$ cat src/rtl/mips_ctrl_pkg.sv
// Shared definitions for the multicycle MIPS control path: opcodes, ALUop
// encodings, controller states and the state-decoded datapath controls.
package mips_ctrl_pkg;

    localparam int STATE_W = 4;

    localparam logic [5:0] OP_RTYPE = 6'b000000;
    localparam logic [5:0] OP_LW    = 6'b100011;
    localparam logic [5:0] OP_SW    = 6'b101011;
    localparam logic [5:0] OP_ADDI  = 6'b001000;
    localparam logic [5:0] OP_BEQ   = 6'b000100;
    localparam logic [5:0] OP_BNE   = 6'b000101;
    localparam logic [5:0] OP_BGTZ  = 6'b000111;
    localparam logic [5:0] OP_J     = 6'b000010;

    localparam logic [1:0] ALUOP_ADD  = 2'b00;
    localparam logic [1:0] ALUOP_SUB  = 2'b01;
    localparam logic [1:0] ALUOP_FUNC = 2'b10;

    typedef enum logic [STATE_W-1:0] {
        S_IDLE      = 4'd0,
        S_FETCH     = 4'd1,
        S_DECODE    = 4'd2,
        S_R_EXEC    = 4'd3,
        S_R_WB      = 4'd4,
        S_MEM_ADDR  = 4'd5,
        S_MEM_RD    = 4'd6,
        S_MEM_WB    = 4'd7,
        S_MEM_WR    = 4'd8,
        S_ADDI_EXEC = 4'd9,
        S_ADDI_WB   = 4'd10,
        S_BRANCH    = 4'd11,
        S_JUMP      = 4'd12
    } state_t;

    typedef struct packed {
        logic [1:0] aluop;
        logic       alu_src_a;
        logic [1:0] alu_src_b;
        logic [1:0] pc_source;
        logic       iord;
        logic       mem_read;
        logic       mem_write;
        logic       reg_dst;
        logic       mem_to_reg;
        logic       reg_write;
    } moore_t;

    function automatic logic is_legal_op(logic [5:0] op);
        return (op == OP_RTYPE) || (op == OP_LW) || (op == OP_SW) ||
               (op == OP_ADDI)  || (op == OP_BEQ) || (op == OP_BNE) ||
               (op == OP_BGTZ)  || (op == OP_J);
    endfunction

    // Controls that depend only on the state; fields a state does not use stay 0.
    function automatic moore_t moore_decode(state_t s);
        moore_t m;
        m = '0;
        case (s)
            S_FETCH: begin
                m.mem_read  = 1'b1;
                m.alu_src_b = 2'b01;
                m.aluop     = ALUOP_ADD;
            end
            S_DECODE:    m.alu_src_b = 2'b11;
            S_R_EXEC: begin
                m.alu_src_a = 1'b1;
                m.aluop     = ALUOP_FUNC;
            end
            S_R_WB: begin
                m.reg_dst   = 1'b1;
                m.reg_write = 1'b1;
            end
            S_MEM_ADDR, S_ADDI_EXEC: begin
                m.alu_src_a = 1'b1;
                m.alu_src_b = 2'b10;
            end
            S_MEM_RD: begin
                m.mem_read = 1'b1;
                m.iord     = 1'b1;
            end
            S_MEM_WB: begin
                m.mem_to_reg = 1'b1;
                m.reg_write  = 1'b1;
            end
            S_MEM_WR: begin
                m.mem_write = 1'b1;
                m.iord      = 1'b1;
            end
            S_ADDI_WB:   m.reg_write = 1'b1;
            S_BRANCH: begin
                m.alu_src_a = 1'b1;
                m.aluop     = ALUOP_SUB;
                m.pc_source = 2'b01;
            end
            S_JUMP:      m.pc_source = 2'b10;
            default:     m = '0;
        endcase
        return m;
    endfunction

endpackage

$ cat src/rtl/branch_cond.sv
// Branch-taken decision for beq / bne / bgtz from the ALU compare flags.
module branch_cond
    import mips_ctrl_pkg::*;
(
    input  logic [5:0] opcode,
    input  logic       alu_zero,
    input  logic       alu_neg,
    output logic       take
);

    assign take = ((opcode == OP_BEQ)  &&  alu_zero) ||
                  ((opcode == OP_BNE)  && !alu_zero) ||
                  ((opcode == OP_BGTZ) && !alu_zero && !alu_neg);

endmodule

$ cat src/rtl/multicycle_main_control.sv
// Multicycle main controller: sequences fetch/decode/execute/memory/writeback
// and produces ALUop plus every datapath enable, mux select and write strobe.
module multicycle_main_control
    import mips_ctrl_pkg::*;
#(
    parameter int ST_W = 4
) (
    input  logic       clk,
    input  logic       rst_n,
    input  logic [5:0] opcode,
    input  logic       alu_zero,
    input  logic       alu_neg,
    input  logic       mem_ready,
    output logic [1:0] ALUop,
    output logic       alu_src_a,
    output logic [1:0] alu_src_b,
    output logic       pc_write,
    output logic [1:0] pc_source,
    output logic       iord,
    output logic       mem_read,
    output logic       mem_write,
    output logic       ir_write,
    output logic       reg_dst,
    output logic       mem_to_reg,
    output logic       reg_write,
    output logic       instr_done,
    output logic       illegal_op
);

    logic [ST_W-1:0] state_reg;
    state_t          state;
    state_t          state_next;
    moore_t          moore_reg;
    logic            take;

    assign state = state_t'(state_reg);

    branch_cond u_branch_cond (
        .opcode   (opcode),
        .alu_zero (alu_zero),
        .alu_neg  (alu_neg),
        .take     (take)
    );

    always_comb begin
        state_next = S_IDLE;
        case (state)
            S_IDLE:     state_next = S_FETCH;
            S_FETCH:    state_next = mem_ready ? S_DECODE : S_FETCH;
            S_DECODE: begin
                case (opcode)
                    OP_RTYPE:                state_next = S_R_EXEC;
                    OP_LW, OP_SW:            state_next = S_MEM_ADDR;
                    OP_ADDI:                 state_next = S_ADDI_EXEC;
                    OP_BEQ, OP_BNE, OP_BGTZ: state_next = S_BRANCH;
                    OP_J:                    state_next = S_JUMP;
                    default:                 state_next = S_FETCH;
                endcase
            end
            S_R_EXEC:    state_next = S_R_WB;
            S_MEM_ADDR:  state_next = (opcode == OP_LW) ? S_MEM_RD : S_MEM_WR;
            S_MEM_RD:    state_next = mem_ready ? S_MEM_WB : S_MEM_RD;
            S_MEM_WR:    state_next = mem_ready ? S_FETCH : S_MEM_WR;
            S_ADDI_EXEC: state_next = S_ADDI_WB;
            S_R_WB, S_MEM_WB, S_ADDI_WB, S_BRANCH, S_JUMP:
                         state_next = S_FETCH;
            default:     state_next = S_IDLE;
        endcase
    end

    // Moore controls are registered from the next state so they line up with
    // the state register without a decode path after the flops.
    always_ff @(posedge clk or negedge rst_n) begin
        if (!rst_n) begin
            state_reg <= ST_W'(S_IDLE);
            moore_reg <= '0;
        end else begin
            state_reg <= ST_W'(state_next);
            moore_reg <= moore_decode(state_next);
        end
    end

    assign ALUop      = moore_reg.aluop;
    assign alu_src_a  = moore_reg.alu_src_a;
    assign alu_src_b  = moore_reg.alu_src_b;
    assign pc_source  = moore_reg.pc_source;
    assign iord       = moore_reg.iord;
    assign mem_read   = moore_reg.mem_read;
    assign mem_write  = moore_reg.mem_write;
    assign reg_dst    = moore_reg.reg_dst;
    assign mem_to_reg = moore_reg.mem_to_reg;
    assign reg_write  = moore_reg.reg_write;

    // Strobes qualified by same-cycle inputs cannot be registered.
    assign ir_write   = (state == S_FETCH) && mem_ready;
    assign pc_write   = ir_write || (state == S_JUMP) || ((state == S_BRANCH) && take);
    assign illegal_op = (state == S_DECODE) && !is_legal_op(opcode);
    assign instr_done = (state == S_R_WB) || (state == S_MEM_WB) || (state == S_ADDI_WB) ||
                        (state == S_BRANCH) || (state == S_JUMP) ||
                        ((state == S_MEM_WR) && mem_ready) || illegal_op;

endmodule

$ cat config.mk
export PLATFORM = sky130hd
export DESIGN_NAME = multicycle_main_control
export DESIGN_NICKNAME = d
export VERILOG_FILES = /design/src/rtl/mips_ctrl_pkg.sv /design/src/rtl/branch_cond.sv /design/src/rtl/multicycle_main_control.sv
export SDC_FILE = /design/constraint.sdc
export NUM_CORES = 1
export LEC_CHECK = 0
export ABC_AREA = 1
export CAP_MARGIN = 10
export CORE_MARGIN = 2
export CORE_UTILIZATION = 35
export CTS_CLUSTER_DIAMETER = 50
export DETAILED_ROUTE_END_ITERATION = 16
export PLACE_DENSITY = 0.73
export SETUP_SLACK_MARGIN = 0.05
export SYNTH_ARGS = -nofsm -noshare
export SYNTH_HDL_FRONTEND = slang
export SYNTH_SLANG_ARGS = --single-unit
$ cat constraint.sdc
create_clock -name clk -period 4.07 [get_ports clk]
set_input_delay 0.6105 -clock clk [delete_from_list [all_inputs] [get_ports clk]]
set_output_delay 0.6105 -clock clk [all_outputs]
set_load 0.1 [all_outputs]
==> reports/qor.yml <==
timing:
  fmax_mhz: 369.9
  worst_slew_pin_slew_ns: 0.9759
  grt_setup_unrepaired: "false"
  setup_viol: 0
  fin_tns_setup_ns: 0
  fin_crit_sh: 0.6643
  final-max-slew-violation-count: 0
  slew-limit-headroom: 0.3474
  finalHoldViolations: 0
  fin_crit_ns: 2.704
  skew_ns: 0.002591
layout:
  diodes: 0
  area_delta_synth_final_pct: 32.47
  fillCellCount: 270
  final_common_cell: "nand2_1"
  seqCellArea_um2: 425.4
  fin_nets: 181
  layout-drive-gt1-share: 0.1953
  mostFrequentLayoutCells: "nand2_1 (30), clkdlybuf4s50_1 (23), inv_1 (20)"
  largest_reg_flops: 4
  multiInputGateArea_um2: 506.7
power:
  seq_power_share: 0.231
  comb_power_share: 0.691
  peakVddDrop_mv: 0.5572
  p_total_w: 0.001093
  power.share.clock: 0.079
  swShare: 0.6110
  power.switching_w: 0.0006680
  p_per_area_nw_per_um2: 811.3
  leakage_nw: 0.7077
  internal-power_w: 0.0004252
worst_setup_path:
  cp_cell_sequence: "clkdlybuf4s50_1 -> inv_1 -> nor2_1 -> nand3_1 -> nand2_1 -> nand4_1 -> o211ai_1 -> buf_4"
  cp-start-kind: "input port"
  crit_arrival_ns: 2.09
  cp_num_buf_inv: 3
  criticalPathCategory: "in2out"
  cpMaxStageDelayCell: "clkdlybuf4s50_1"
  worst_path_dominant_cell_family: "buffers and inverters"
  setup.worst_path.end_class: "primary output"
  critPathMaxFanout: 3
  critPathRequiredTime_ns: 3.46
  slowest_delay_ns: 0.50
global_route:
  antenna_found_initial: 0
  track_usage: 0.1516
  grt_pass1_vias: 971
  grt_overflow: 0
  grt_max_degree: 18
  grt_pass1_wl_mm: 3.974
yosys:
  synthesis.nets: 149
  synthCells: 138
  yosys_register_bits: 17
  syn-cell-area_um2: 1017
  synth_cell_types: 19
  avgSynthCellArea_um2: 7.371
  yosysWarningCount: 0
  ys_seq_area_frac: 0.4182
clock_network:
  post-cts-setup-buffers: 0
  clk_latency_ns: 0.28
  tritoncts: "built"
  ctsLongestPathBuffers: 2
  h-tree-depth: 1
  clkTransAtPathRegs_ns: 0.09
  cts_buffers: 3
  cts_root_buffer: "clkbuf_4"
  postCtsHoldBufs: 0
  clkSinkCount: 17
  ctsResizeCount: 0
drt:
  drc: 0
  wire_per_inst_um: 11.66
  vias_per_cell: 4.835
  drt_first_pass_iters: 4
  vias: 967
  ant_nets: 0
  drtIter0Drc: 18
  wl_mm: 2.332
placed_design:
  dpl.hpwl_mm: 1.949
  gp_congestion: 0.8680
  io_buffers: 27
die:
  fp.dieW_um: 57.91
  ios: 28
  core_region_area_um2: 2758
  fp.dieArea_um2: 3354
  die_y_um: 57.91
  core.rowCount: 19
  start_util: 0.3689
status:
  status: "finished clean"
job:
  cap_violations: 0
worst_hold_path:
  hp-class: "reg2reg"
-- layer usage --
metal / vias to the layer above / part of all wire / routed length (um) / global-route usage
li1: 499 / - / - / -
met1: 450 / 0.43 / 994 / 0.1721
met2: 16 / 0.52 / 1217 / 0.2727
met3: 2 / 0.045 / 105 / 0.04911
met4: 0 / 0.0064 / 15 / 0.03987
met5: - / 0 / 0 / 0
-- synthesized netlist by cell type --
| cell type | number | area [um^2] |
|---|---|---|
| nand2_1 | 30 | 112.6 |
| inv_1 | 20 | 75.07 |
| dfrtp_1 | 17 | 425.4 |
| nand3_1 | 17 | 85.08 |
| nor2_1 | 16 | 60.06 |
| nand2_2 | 7 | 43.79 |
| nor2_2 | 6 | 37.54 |
| a21oi_1 | 4 | 20.02 |
| inv_2 | 4 | 15.01 |
| o211ai_1 | 4 | 30.03 |
| nand4_1 | 3 | 18.77 |
| nor2_4 | 3 | 33.78 |
| a21oi_2 | 1 | 8.760 |
| a31oi_1 | 1 | 6.260 |
| nand2_4 | 1 | 11.26 |
| nand3_2 | 1 | 10.01 |
| nor3_1 | 1 | 5.000 |
| nor3_2 | 1 | 10.01 |
| o21ai_2 | 1 | 8.760 |
-- power groups by stage --
stage               combinational (W)  clock [W]  sequential [W]
floorplan                    0.000359          0        0.000484
global placement             0.000744          0        0.000256
detailed placement           0.000754          0        0.000255
CTS                          0.000755  0.0000905        0.000252
global route                 0.000798  0.0000988        0.000259
finish                       0.000755  0.0000859        0.000252
-- worst paths after layout --
check	from	to	slack, ns	depth (start not counted)
hold / removal	state[1]	reg_dst	0.75	2
setup reg to reg	state[2]	alu_src_a	2.48	10
min in group asynchronous	rst_n	ALUop[0]	0.76	1
setup / recovery	opcode[2]	pc_write	1.37	8
hold reg to reg	state[1]	reg_dst	0.75	2
max in group asynchronous	rst_n	state[1]	2.85	1
-- logic make-up (layout without fill, tap and decap cells) --
group                  after synthesis  in the layout  share of synthesized area
DFF                                 17             17                     0.4182
AOI/OAI and AO/OA                   11             11                    0.07258
and+or+nand+nor                     86             86                     0.4207
buffers and inverters               24             55                    0.08855
-- worst min-delay path: cells and delay by family, from the launching register on --
family	cells	cell delay, ns
buffers and inverters	1	0.06
and+or+nand+nor	1	0.20
DFF	1	0.46
-- area by class of cell --
class | count | area share
inverter | 24 | 0.06685
clock buffer | 4 | 0.01950
sequential | 17 | 0.3157
tap | 31 | 0.02878
multi-input combinational | 97 | 0.3760
timing repair buffer | 27 | 0.1931
-- metrics by stage --
| step | worst slack (ns) | util | std cells | hold WS, ns | instance area [um^2] |
|---|---|---|---|---|---|
| 3_3_place_gp | 1.421 | 0.4791 | 196 | 0.7291 | 1321 |
| 5_1_grt | 1.243 | 0.4887 | 200 | 0.7773 | 1348 |
| 6_report | 1.366 | 0.4887 | 200 | 0.7550 | 1348 |
| 2_1_floorplan | 0.4284 | - | 138 | 0.3149 | 1022 |
| 3_5_place_dp | 1.354 | 0.4791 | 196 | 0.7319 | 1321 |
| 4_1_cts | 1.353 | 0.4887 | 200 | 0.7478 | 1348 |
Power figures use the tool's default switching activity.
